--- src/rtl/instruction_sequencer.sv ---
// Instruction sequencer: fetches 32-bit instruction words from an external
// memory with a fixed read latency, decodes them into I2C read/write
// commands, hands them to an I2C master and reports read results. Execution
// either finishes after the last instruction or loops back to LOOP_START.
module instruction_sequencer #(
  parameter int NO_OF_BITS   = 8,
  parameter int PROG_LEN     = 4,
  parameter int LOOP_START   = 2,
  parameter int READ_LATENCY = 2
) (
  input  logic                  clk,
  input  logic                  reset,
  input  logic                  start,
  input  logic                  loop_en,
  output logic [NO_OF_BITS-1:0] reg_addr,
  input  logic [31:0]           read_data,
  input  logic [3:0]            error_code,
  output logic                  cmd_valid,
  input  logic                  cmd_ready,
  output logic                  cmd_rw,
  output logic [7:0]            cmd_dev,
  output logic [7:0]            cmd_reg,
  output logic [7:0]            cmd_wdata,
  input  logic                  rsp_valid,
  input  logic [7:0]            rsp_data,
  input  logic                  rsp_err,
  output logic                  result_valid,
  output logic [7:0]            result_reg,
  output logic [7:0]            result_data,
  output logic                  busy,
  output logic                  done,
  output logic                  fault,
  output logic [3:0]            fault_code
);

  localparam logic [NO_OF_BITS-1:0] LAST_ADDR = NO_OF_BITS'(PROG_LEN - 1);
  localparam logic [NO_OF_BITS-1:0] WRAP_ADDR = NO_OF_BITS'(LOOP_START);
  localparam int                    CNT_W     = (READ_LATENCY > 1) ? $clog2(READ_LATENCY) : 1;
  localparam logic [CNT_W-1:0]      CNT_LAST  = CNT_W'(READ_LATENCY - 1);

  localparam logic [7:0] OP_NOP   = 8'h00;
  localparam logic [7:0] OP_READ  = 8'h01;
  localparam logic [7:0] OP_WRITE = 8'h02;

  typedef enum logic [2:0] {
    IDLE,
    FETCH,
    DECODE,
    ISSUE,
    WAIT_RSP,
    NEXT,
    DONE,
    FAULT
  } state_t;

  state_t           state_reg;
  logic [31:0]      instr_reg;    // captured instruction word
  logic [3:0]       err_reg;      // error code captured with the instruction
  logic [CNT_W-1:0] lat_cnt_reg;  // clocks elapsed since reg_addr was updated

  // Sequencer FSM; every output is a register updated here.
  always_ff @(posedge clk) begin
    if (reset) begin
      state_reg    <= IDLE;
      instr_reg    <= '0;
      err_reg      <= '0;
      lat_cnt_reg  <= '0;
      reg_addr     <= '0;
      cmd_valid    <= 1'b0;
      cmd_rw       <= 1'b0;
      cmd_dev      <= '0;
      cmd_reg      <= '0;
      cmd_wdata    <= '0;
      result_valid <= 1'b0;
      result_reg   <= '0;
      result_data  <= '0;
      busy         <= 1'b0;
      done         <= 1'b0;
      fault        <= 1'b0;
      fault_code   <= '0;
    end else begin
      // result_valid is a single-cycle strobe
      result_valid <= 1'b0;
      case (state_reg)
        IDLE, DONE: begin
          if (start) begin
            state_reg   <= FETCH;
            reg_addr    <= '0;
            lat_cnt_reg <= '0;
            busy        <= 1'b1;
            done        <= 1'b0;
          end
        end
        FETCH: begin
          // The word for reg_addr is valid on the READ_LATENCY-th edge after the update
          if (lat_cnt_reg == CNT_LAST) begin
            instr_reg <= read_data;
            err_reg   <= error_code;
            state_reg <= DECODE;
          end else begin
            lat_cnt_reg <= lat_cnt_reg + 1'b1;
          end
        end
        DECODE: begin
          if (err_reg != 4'd0) begin
            state_reg  <= FAULT;
            fault      <= 1'b1;
            fault_code <= 4'd1;
            busy       <= 1'b0;
          end else begin
            case (instr_reg[31:24])
              OP_NOP: state_reg <= NEXT;
              OP_READ, OP_WRITE: begin
                state_reg <= ISSUE;
                cmd_valid <= 1'b1;
                cmd_rw    <= (instr_reg[31:24] == OP_READ);
                cmd_dev   <= instr_reg[23:16];
                cmd_reg   <= instr_reg[15:8];
                cmd_wdata <= instr_reg[7:0];
              end
              default: begin
                state_reg  <= FAULT;
                fault      <= 1'b1;
                fault_code <= 4'd2;
                busy       <= 1'b0;
              end
            endcase
          end
        end
        ISSUE: begin
          // cmd_valid is high throughout ISSUE; fields stay put until accepted
          if (cmd_ready) begin
            cmd_valid <= 1'b0;
            state_reg <= WAIT_RSP;
          end
        end
        WAIT_RSP: begin
          if (rsp_valid) begin
            if (rsp_err) begin
              state_reg  <= FAULT;
              fault      <= 1'b1;
              fault_code <= 4'd3;
              busy       <= 1'b0;
            end else begin
              if (cmd_rw) begin
                result_valid <= 1'b1;
                result_reg   <= instr_reg[15:8];
                result_data  <= rsp_data;
              end
              state_reg <= NEXT;
            end
          end
        end
        NEXT: begin
          if (reg_addr < LAST_ADDR) begin
            reg_addr    <= reg_addr + 1'b1;
            lat_cnt_reg <= '0;
            state_reg   <= FETCH;
          end else if (loop_en) begin
            reg_addr    <= WRAP_ADDR;
            lat_cnt_reg <= '0;
            state_reg   <= FETCH;
          end else begin
            state_reg <= DONE;
            busy      <= 1'b0;
            done      <= 1'b1;
          end
        end
        FAULT: begin
          // Sticky until reset
          state_reg <= FAULT;
        end
        default: state_reg <= IDLE;
      endcase
    end
  end

endmodule

--- config.mk ---
export PLATFORM = sky130hd
export DESIGN_NAME = instruction_sequencer
export DESIGN_NICKNAME = d
export VERILOG_FILES = /design/src/rtl/instruction_sequencer.sv
export SDC_FILE = /design/constraint.sdc
export NUM_CORES = 1
export LEC_CHECK = 0
export ABC_CLOCK_PERIOD_IN_PS = 4100
export CAP_MARGIN = 10
export CORE_MARGIN = 5
export CORE_UTILIZATION = 50
export CTS_BUF_LIST = sky130_fd_sc_hd__clkbuf_4 sky130_fd_sc_hd__clkbuf_8 sky130_fd_sc_hd__clkbuf_16
export DETAILED_ROUTE_END_ITERATION = 6
export PLACE_DENSITY = 0.83
export SLEW_MARGIN = 15
export SYNTH_ARGS = -nofsm -noshare
export SYNTH_HDL_FRONTEND = slang
export SYNTH_SLANG_ARGS = --single-unit
--- constraint.sdc ---
create_clock -name clk -period 4.1 [get_ports clk]
set_input_delay 0.82 -clock clk [delete_from_list [all_inputs] [get_ports clk]]
set_output_delay 0.82 -clock clk [all_outputs]
set_load 0.005 [all_outputs]
==> impl_metrics.env, run 1 <==
export IMPL_outcome="complete, no violations"
export IMPL_grt_overflow=0
export IMPL_end_kind="register"
export IMPL_path_buf_inv=0
export IMPL_synth_warning_count=0
export IMPL_drtIter0Drc=126
export IMPL_crit_type="reg2reg"
export IMPL_synth_top_area_frac=0.501
export IMPL_r2r_setup_slack_ns=1.75
export IMPL_cts_num_sinks=96
export IMPL_core_um2=7610
export IMPL_synthFlopType="dfxtp_1"
export IMPL_design_die_area_um2=9530
export IMPL_synth_area_per_cell_um2=8.55
export IMPL_skew_ns=0.0111
export IMPL_drv_slew=0
export IMPL_required_ns=4.31
export IMPL_swShare=0.243
export IMPL_cts_htree_levels=3
export IMPL_die_h_um=97.6
export IMPL_p_switching_uw=421
export IMPL_hold_class="reg2reg"
export IMPL_setup_violations_final=0
export IMPL_viasPerCell=5.18
export IMPL_drc_errors=0
export IMPL_path_delay_family="simple AND/OR/NAND/NOR gates"
export IMPL_power_internal_mw=1.31
export IMPL_min_delay_path_depth=2
export IMPL_synth_most_common_cell="nand2_1"
export IMPL_arrival_ns=2.56
export IMPL_worstHoldStart="fault"
export IMPL_syn_cell_area_um2=3840
export IMPL_yosys_area_share_simple=0.239
export IMPL_synth_fa_ha_area_frac=0.00326
export IMPL_dp_cells=633
export IMPL_numCtsBuffers=9
export IMPL_synth_top_area_cell="dfxtp_1"
export IMPL_antenna_found_initial=0
export IMPL_place_gp_congestion=0.884
export IMPL_port_buffers=106
export IMPL_antenna_left=0
export IMPL_p_clk_frac=0.373
export IMPL_row_count=32
export IMPL_drive_gt1_frac=0.0567
export IMPL_synth_top_cells_by_count="nand2_1, dfxtp_1, a21oi_1, nor2_1, mux2i_1"
export IMPL_ir_drop_mv=0.231
export IMPL_largest_register_ffs=32
export IMPL_ys_seq_area_frac=0.501
export IMPL_ys_types=53
export IMPL_holdPathEnd="fault"
export IMPL_synth_edff_count=0
export IMPL_hold_viol_final=0
export IMPL_drt_total_wl_um=9120
export IMPL_wl_met3_um=499
export IMPL_grt_max_degree=47
export IMPL_areaGrowthSynthToFinish_pct=32.9
export IMPL_fmax_ghz=0.425
export IMPL_topRoutingLayerUsed="met4"
export IMPL_yosys_top_cells_area="dfxtp_1, nand2_1, a21oi_1"
export IMPL_cts_resized=0
export IMPL_min_period_ns=2.35
export IMPL_start_kind="register"
export IMPL_r2r_cells=5
export IMPL_synthXorXnorAreaFrac=0.00228
export IMPL_dp_final_hpwl_um=6520
export IMPL_clock_latency_ns=0.35
export IMPL_cts_setup_buffers=0
export IMPL_cts_hold_buf=0
export IMPL_chipWidth_um=97.6
export IMPL_grtUsageTotal=0.189
export IMPL_power_density_nw_per_um2=339
export IMPL_ys_seq_elements=96
export IMPL_relSlewSlack=0.459
export IMPL_antenna_cells=0
export IMPL_period_share=0.573
export IMPL_tns_ns=0
export IMPL_critPathMaxStageDelay_ns=0.75
export IMPL_path_clk_slew_ns=0.10
export IMPL_final_nets=594
export IMPL_root_buffer="clkbuf_8"
export IMPL_p_seq_frac=0.553
export IMPL_combPwrFrac=0.073
export IMPL_cts_buffer_depth=2
export IMPL_async_flop_share=0
export IMPL_start_util=0.504
export IMPL_worstPathCellList="nor3b_4 > nand4_4 > nor2_8 > mux2i_1 > nor2_1"
export IMPL_vias=3363
export IMPL_wl_met1_um=3890
export IMPL_grt_pass1_wl_um=15100
export IMPL_p_leak_nw=1.75
export IMPL_wl_met2_um=4680
export IMPL_worst_pin_slew_ns=0.811
export IMPL_cts_tree="done"
export IMPL_slowest_stage="dfxtp_1"
export IMPL_synthMuxAreaShare=0.0678
export IMPL_firstDrtPassIters=4
export IMPL_grt_pass1_vias=3338
export IMPL_path_max_fanout=25
export IMPL_r2r_end="cmd_dev[4]"
export IMPL_synth_compound_area_frac=0.137
export IMPL_pin_count=109
export IMPL_maxCapViolCount=0
export IMPL_rsz0062_at_grt="no"
export IMPL_synth_top_family_by_area="simple AND/OR/NAND/NOR gates"
export IMPL_r2r_start="state_reg[1]"
export IMPL_syn_inst=449
export IMPL_wl_per_cell_um=14.0
export IMPL_stdcell_count=649
==> tightest hold or removal path: cells and delay by family, from the launching register on <==
kind | cells | cell delay [ns]
AO/OA/AOI/OAI | 1 | 0.05
flip-flops | 1 | 0.32
buffers and inverters | 1 | 0.05
==> area by class of cell <==
class                      instances  area [um2]
clock buffer                       9         124
clock inverter                     7        86.3
fill                             659        2510
inverter                           8        30.0
multi-input combinational        318        1730
sequential                        96        1920
tap                              102         128
timing repair buffer             109        1080
==> how the worst max path moves through the flow <==
stage            startpoint           end  slack, ns  cells past startpoint
6_report       state_reg[1]    cmd_dev[4]       1.75                      5
5_1_grt        state_reg[1]  cmd_wdata[2]       1.58                      5
2_1_floorplan         reset    cmd_dev[0]       2.31                      4
3_5_place_dp          start   reg_addr[4]       1.58                      6
3_3_place_gp          start   reg_addr[4]       1.63                      6
4_1_cts        state_reg[1]    cmd_dev[4]       1.74                      5
==> cell families after synthesis <==
| logic type | count (synthesis) |
|---|---|
| flip-flops | 96 |
| buffers and inverters | 36 |
| multiplexers | 26 |
| other | 1 |
| XOR/XNOR | 1 |
| AO/OA/AOI/OAI | 91 |
| adder cells (fa/ha/maj) | 1 |
| AND/OR/NAND/NOR | 197 |
==> power by group through the flow <==
stage / Combinational, mW / Clock (mW) / Sequential, mW
6_report: 0.127 / 0.646 / 0.957
5_1_grt: 0.138 / 0.710 / 0.960
4_1_cts: 0.127 / 0.661 / 0.957
3_5_place_dp: 0.127 / 0 / 0.979
3_3_place_gp: 0.126 / 0 / 0.979
2_1_floorplan: 0.0646 / 0 / 0.974
==> routing by layer <==
| metal | up-vias | GRT usage |
|---|---|---|
| met3 | 4 | 0.0517 |
| met1 | 1591 | 0.219 |
| met5 | - | 0 |
| met2 | 86 | 0.341 |
| li1 | 1682 | - |
| met4 | 0 | 0.0522 |
==> metrics by stage <==
step / hold WS [ns] / power, mW / instance area [um2] / setup slack, ns / util
global route: 0.482 / 1.81 / 5100 / 1.58 / 0.670
global placement: 0.436 / 1.10 / 4890 / 1.63 / 0.643
detailed placement: 0.439 / 1.11 / 4890 / 1.58 / 0.643
CTS: 0.456 / 1.75 / 5100 / 1.74 / 0.670
floorplan: 0.436 / 1.04 / 3840 / 2.31 / -
finish: 0.450 / 1.73 / 5100 / 1.75 / 0.670
==> placed cells by master, fill, tap and decap left out, types with 4 or more instances in the layout <==
| master | instances |
|---|---|
| dfxtp_1 | 96 |
| nand3_1 | 5 |
| o21ai_0 | 4 |
| nand2_1 | 113 |
| nor2_1 | 45 |
| a21oi_1 | 65 |
| inv_1 | 7 |
| and2_1 | 4 |
| o21ai_1 | 4 |
| nor3_1 | 5 |
| mux2i_1 | 26 |
| clkbuf_8 | 9 |
| clkdlybuf4s50_1 | 105 |
Power figures use the tool's default switching activity.
==> inputs of run 2 (changes only) <==
--- a/config.mk
+++ b/config.mk
@@ -5,13 +5,13 @@
 export SDC_FILE = /design/constraint.sdc
 export NUM_CORES = 1
 export LEC_CHECK = 0
-export ABC_CLOCK_PERIOD_IN_PS = 4100
+export ABC_CLOCK_PERIOD_IN_PS = 2190
 export CAP_MARGIN = 10
 export CORE_MARGIN = 5
-export CORE_UTILIZATION = 50
+export CORE_UTILIZATION = 47
 export CTS_BUF_LIST = sky130_fd_sc_hd__clkbuf_4 sky130_fd_sc_hd__clkbuf_8 sky130_fd_sc_hd__clkbuf_16
 export DETAILED_ROUTE_END_ITERATION = 6
-export PLACE_DENSITY = 0.83
+export PLACE_DENSITY = 0.79
 export SLEW_MARGIN = 15
 export SYNTH_ARGS = -nofsm -noshare
 export SYNTH_HDL_FRONTEND = slang
==> constraint.sdc (replaced) <==
create_clock -name clk -period 2.19 [get_ports clk]
set_input_delay 0.438 -clock clk [delete_from_list [all_inputs] [get_ports clk]]
set_output_delay 0.438 -clock clk [all_outputs]
set_load 0.005 [all_outputs]
==> run 2 against run 1 <==
First-iteration DRC count down 22%. Largest cell class unchanged. Sequential share of layout area down 0.91 points. Combinational power up 96%. Final cell count up 1.4%. Critical path depth up 1. Total power up 100%. Die area up 5.7%.
==> impl_metrics.env, run 2 (synthesis results as in run 1) <==
export IMPL_start_util=0.474
export IMPL_chipWidth_um=100
export IMPL_wl_per_cell_um=14.2
export IMPL_vias=3404
export IMPL_drt_total_wl_um=9340
export IMPL_critPathMaxStageDelay_ns=0.70
export IMPL_skew_ns=0.0118
export IMPL_cts_setup_buffers=0
export IMPL_crit_type="reg2reg"
export IMPL_port_buffers=106
export IMPL_start_kind="register"
export IMPL_hold_class="in2reg"
export IMPL_topRoutingLayerUsed="met4"
export IMPL_grt_pass1_wl_um=15200
export IMPL_place_ws_ns=0.175
export IMPL_setup_violations_final=0
export IMPL_outcome="complete, no violations"
export IMPL_min_period_ns=1.87
export IMPL_arrival_ns=2.15
export IMPL_final_area_um2=5230
export IMPL_period_share=0.852
export IMPL_dp_final_hpwl_um=6620
export IMPL_rsz0062_at_grt="no"
export IMPL_r2r_cells=6
export IMPL_cts_tree="done"
export IMPL_required_ns=2.47
export IMPL_place_gp_congestion=0.903
export IMPL_antenna_cells=0
export IMPL_cts_buffer_depth=2
export IMPL_wl_met1_um=3990
export IMPL_clock_latency_ns=0.36
export IMPL_finish_utilization=0.646
export IMPL_drv_slew=0
export IMPL_p_clk_frac=0.410
export IMPL_grtUsageTotal=0.186
export IMPL_min_delay_path_depth=2
export IMPL_tns_ns=0
export IMPL_ir_drop_mv=0.476
export IMPL_power_density_nw_per_um2=661
export IMPL_antenna_left=0
export IMPL_fmax_ghz=0.536
export IMPL_cts_htree_levels=3
export IMPL_cts_hold_buf=0
export IMPL_cts_resized=0
export IMPL_hold_viol_final=0
export IMPL_largest_register_ffs=32
export IMPL_combPwrFrac=0.072
export IMPL_grt_pass1_vias=3283
export IMPL_pin_count=109
export IMPL_viasPerCell=5.17
export IMPL_row_count=33
export IMPL_firstDrtPassIters=4
export IMPL_p_leak_nw=1.82
export IMPL_drive_gt1_frac=0.0669
export IMPL_path_max_fanout=36
export IMPL_path_clk_slew_ns=0.10
export IMPL_maxCapViolCount=0
export IMPL_worstPathCellList="inv_2 > nor3_2 > and2_1 > buf_12 > nand2_1 > a21oi_1"
export IMPL_drc_errors=0
export IMPL_relSlewSlack=0.598
export IMPL_drtIter0Drc=98
export IMPL_core_um2=8090
export IMPL_p_switching_uw=757
export IMPL_wl_met2_um=4580
export IMPL_final_nets=600
export IMPL_die_h_um=100
export IMPL_power_internal_mw=2.70
export IMPL_end_kind="register"
export IMPL_layout_commonest_cell="nand2_1"
export IMPL_cts_num_sinks=96
export IMPL_root_buffer="clkbuf_8"
export IMPL_grt_max_degree=62
export IMPL_p_seq_frac=0.518
export IMPL_placed_area_um2=4980
export IMPL_numCtsBuffers=9
export IMPL_setup_slack_ns=0.324
export IMPL_worst_pin_slew_ns=0.597
export IMPL_antenna_found_initial=0
export IMPL_swShare=0.219
export IMPL_wl_met3_um=666
export IMPL_final_cell_mix="nand2_1, clkdlybuf4s50_1, dfxtp_1, a21oi_1, nor2_1"
export IMPL_slowest_stage="dfxtp_1"
export IMPL_design_die_area_um2=10100
export IMPL_areaGrowthSynthToFinish_pct=36.2
export IMPL_grt_overflow=0
-- run 2: final timing paths --
kind	from	slack, ns	to
max reg2reg	state_reg[0]	0.32	instr_reg[23]
max	state_reg[0]	0.32	instr_reg[23]
min	reset	0.45	reg_addr[1]
min reg2reg	result_reg[6]	0.46	result_reg[6]
-- run 2: routing by layer --
metal	GRT usage	vias to the layer above
met2	0.311	106
met5	0	-
met3	0.0660	15
met1	0.230	1585
met4	0.0425	0
li1	-	1698
-- run 2: layout make-up --
class / instances / area, um2
clock buffer: 10 / 138
clock inverter: 6 / 113
fill: 688 / 2870
inverter: 8 / 30.0
multi-input combinational: 318 / 1730
sequential: 96 / 1920
tap: 105 / 131
timing repair buffer: 115 / 1160
-- run 2: power by group through the flow --
stage	logic (mW)	clock network [mW]	registers, mW
after floorplan	0.121	0	1.82
after global placement	0.244	0	1.83
final	0.249	1.42	1.79
after detailed placement	0.248	0	1.83
after CTS	0.250	1.44	1.79
after global routing	0.270	1.51	1.80
-- run 2: worst max-delay path: cells and delay by family (launching register included) --
kind	cells	cell delay (ns)
flops	1	0.70
buf+inv	2	0.35
simple gates	3	0.56
compound gates	1	0.15
-- run 2: stage by stage --
step	cells	hold slack, ns	power, mW
floorplan	450	0.436	1.94
global placement	642	0.441	2.08
detailed placement	642	0.445	2.08
CTS	658	0.435	3.48
global route	658	0.455	3.57
finish	658	0.449	3.46
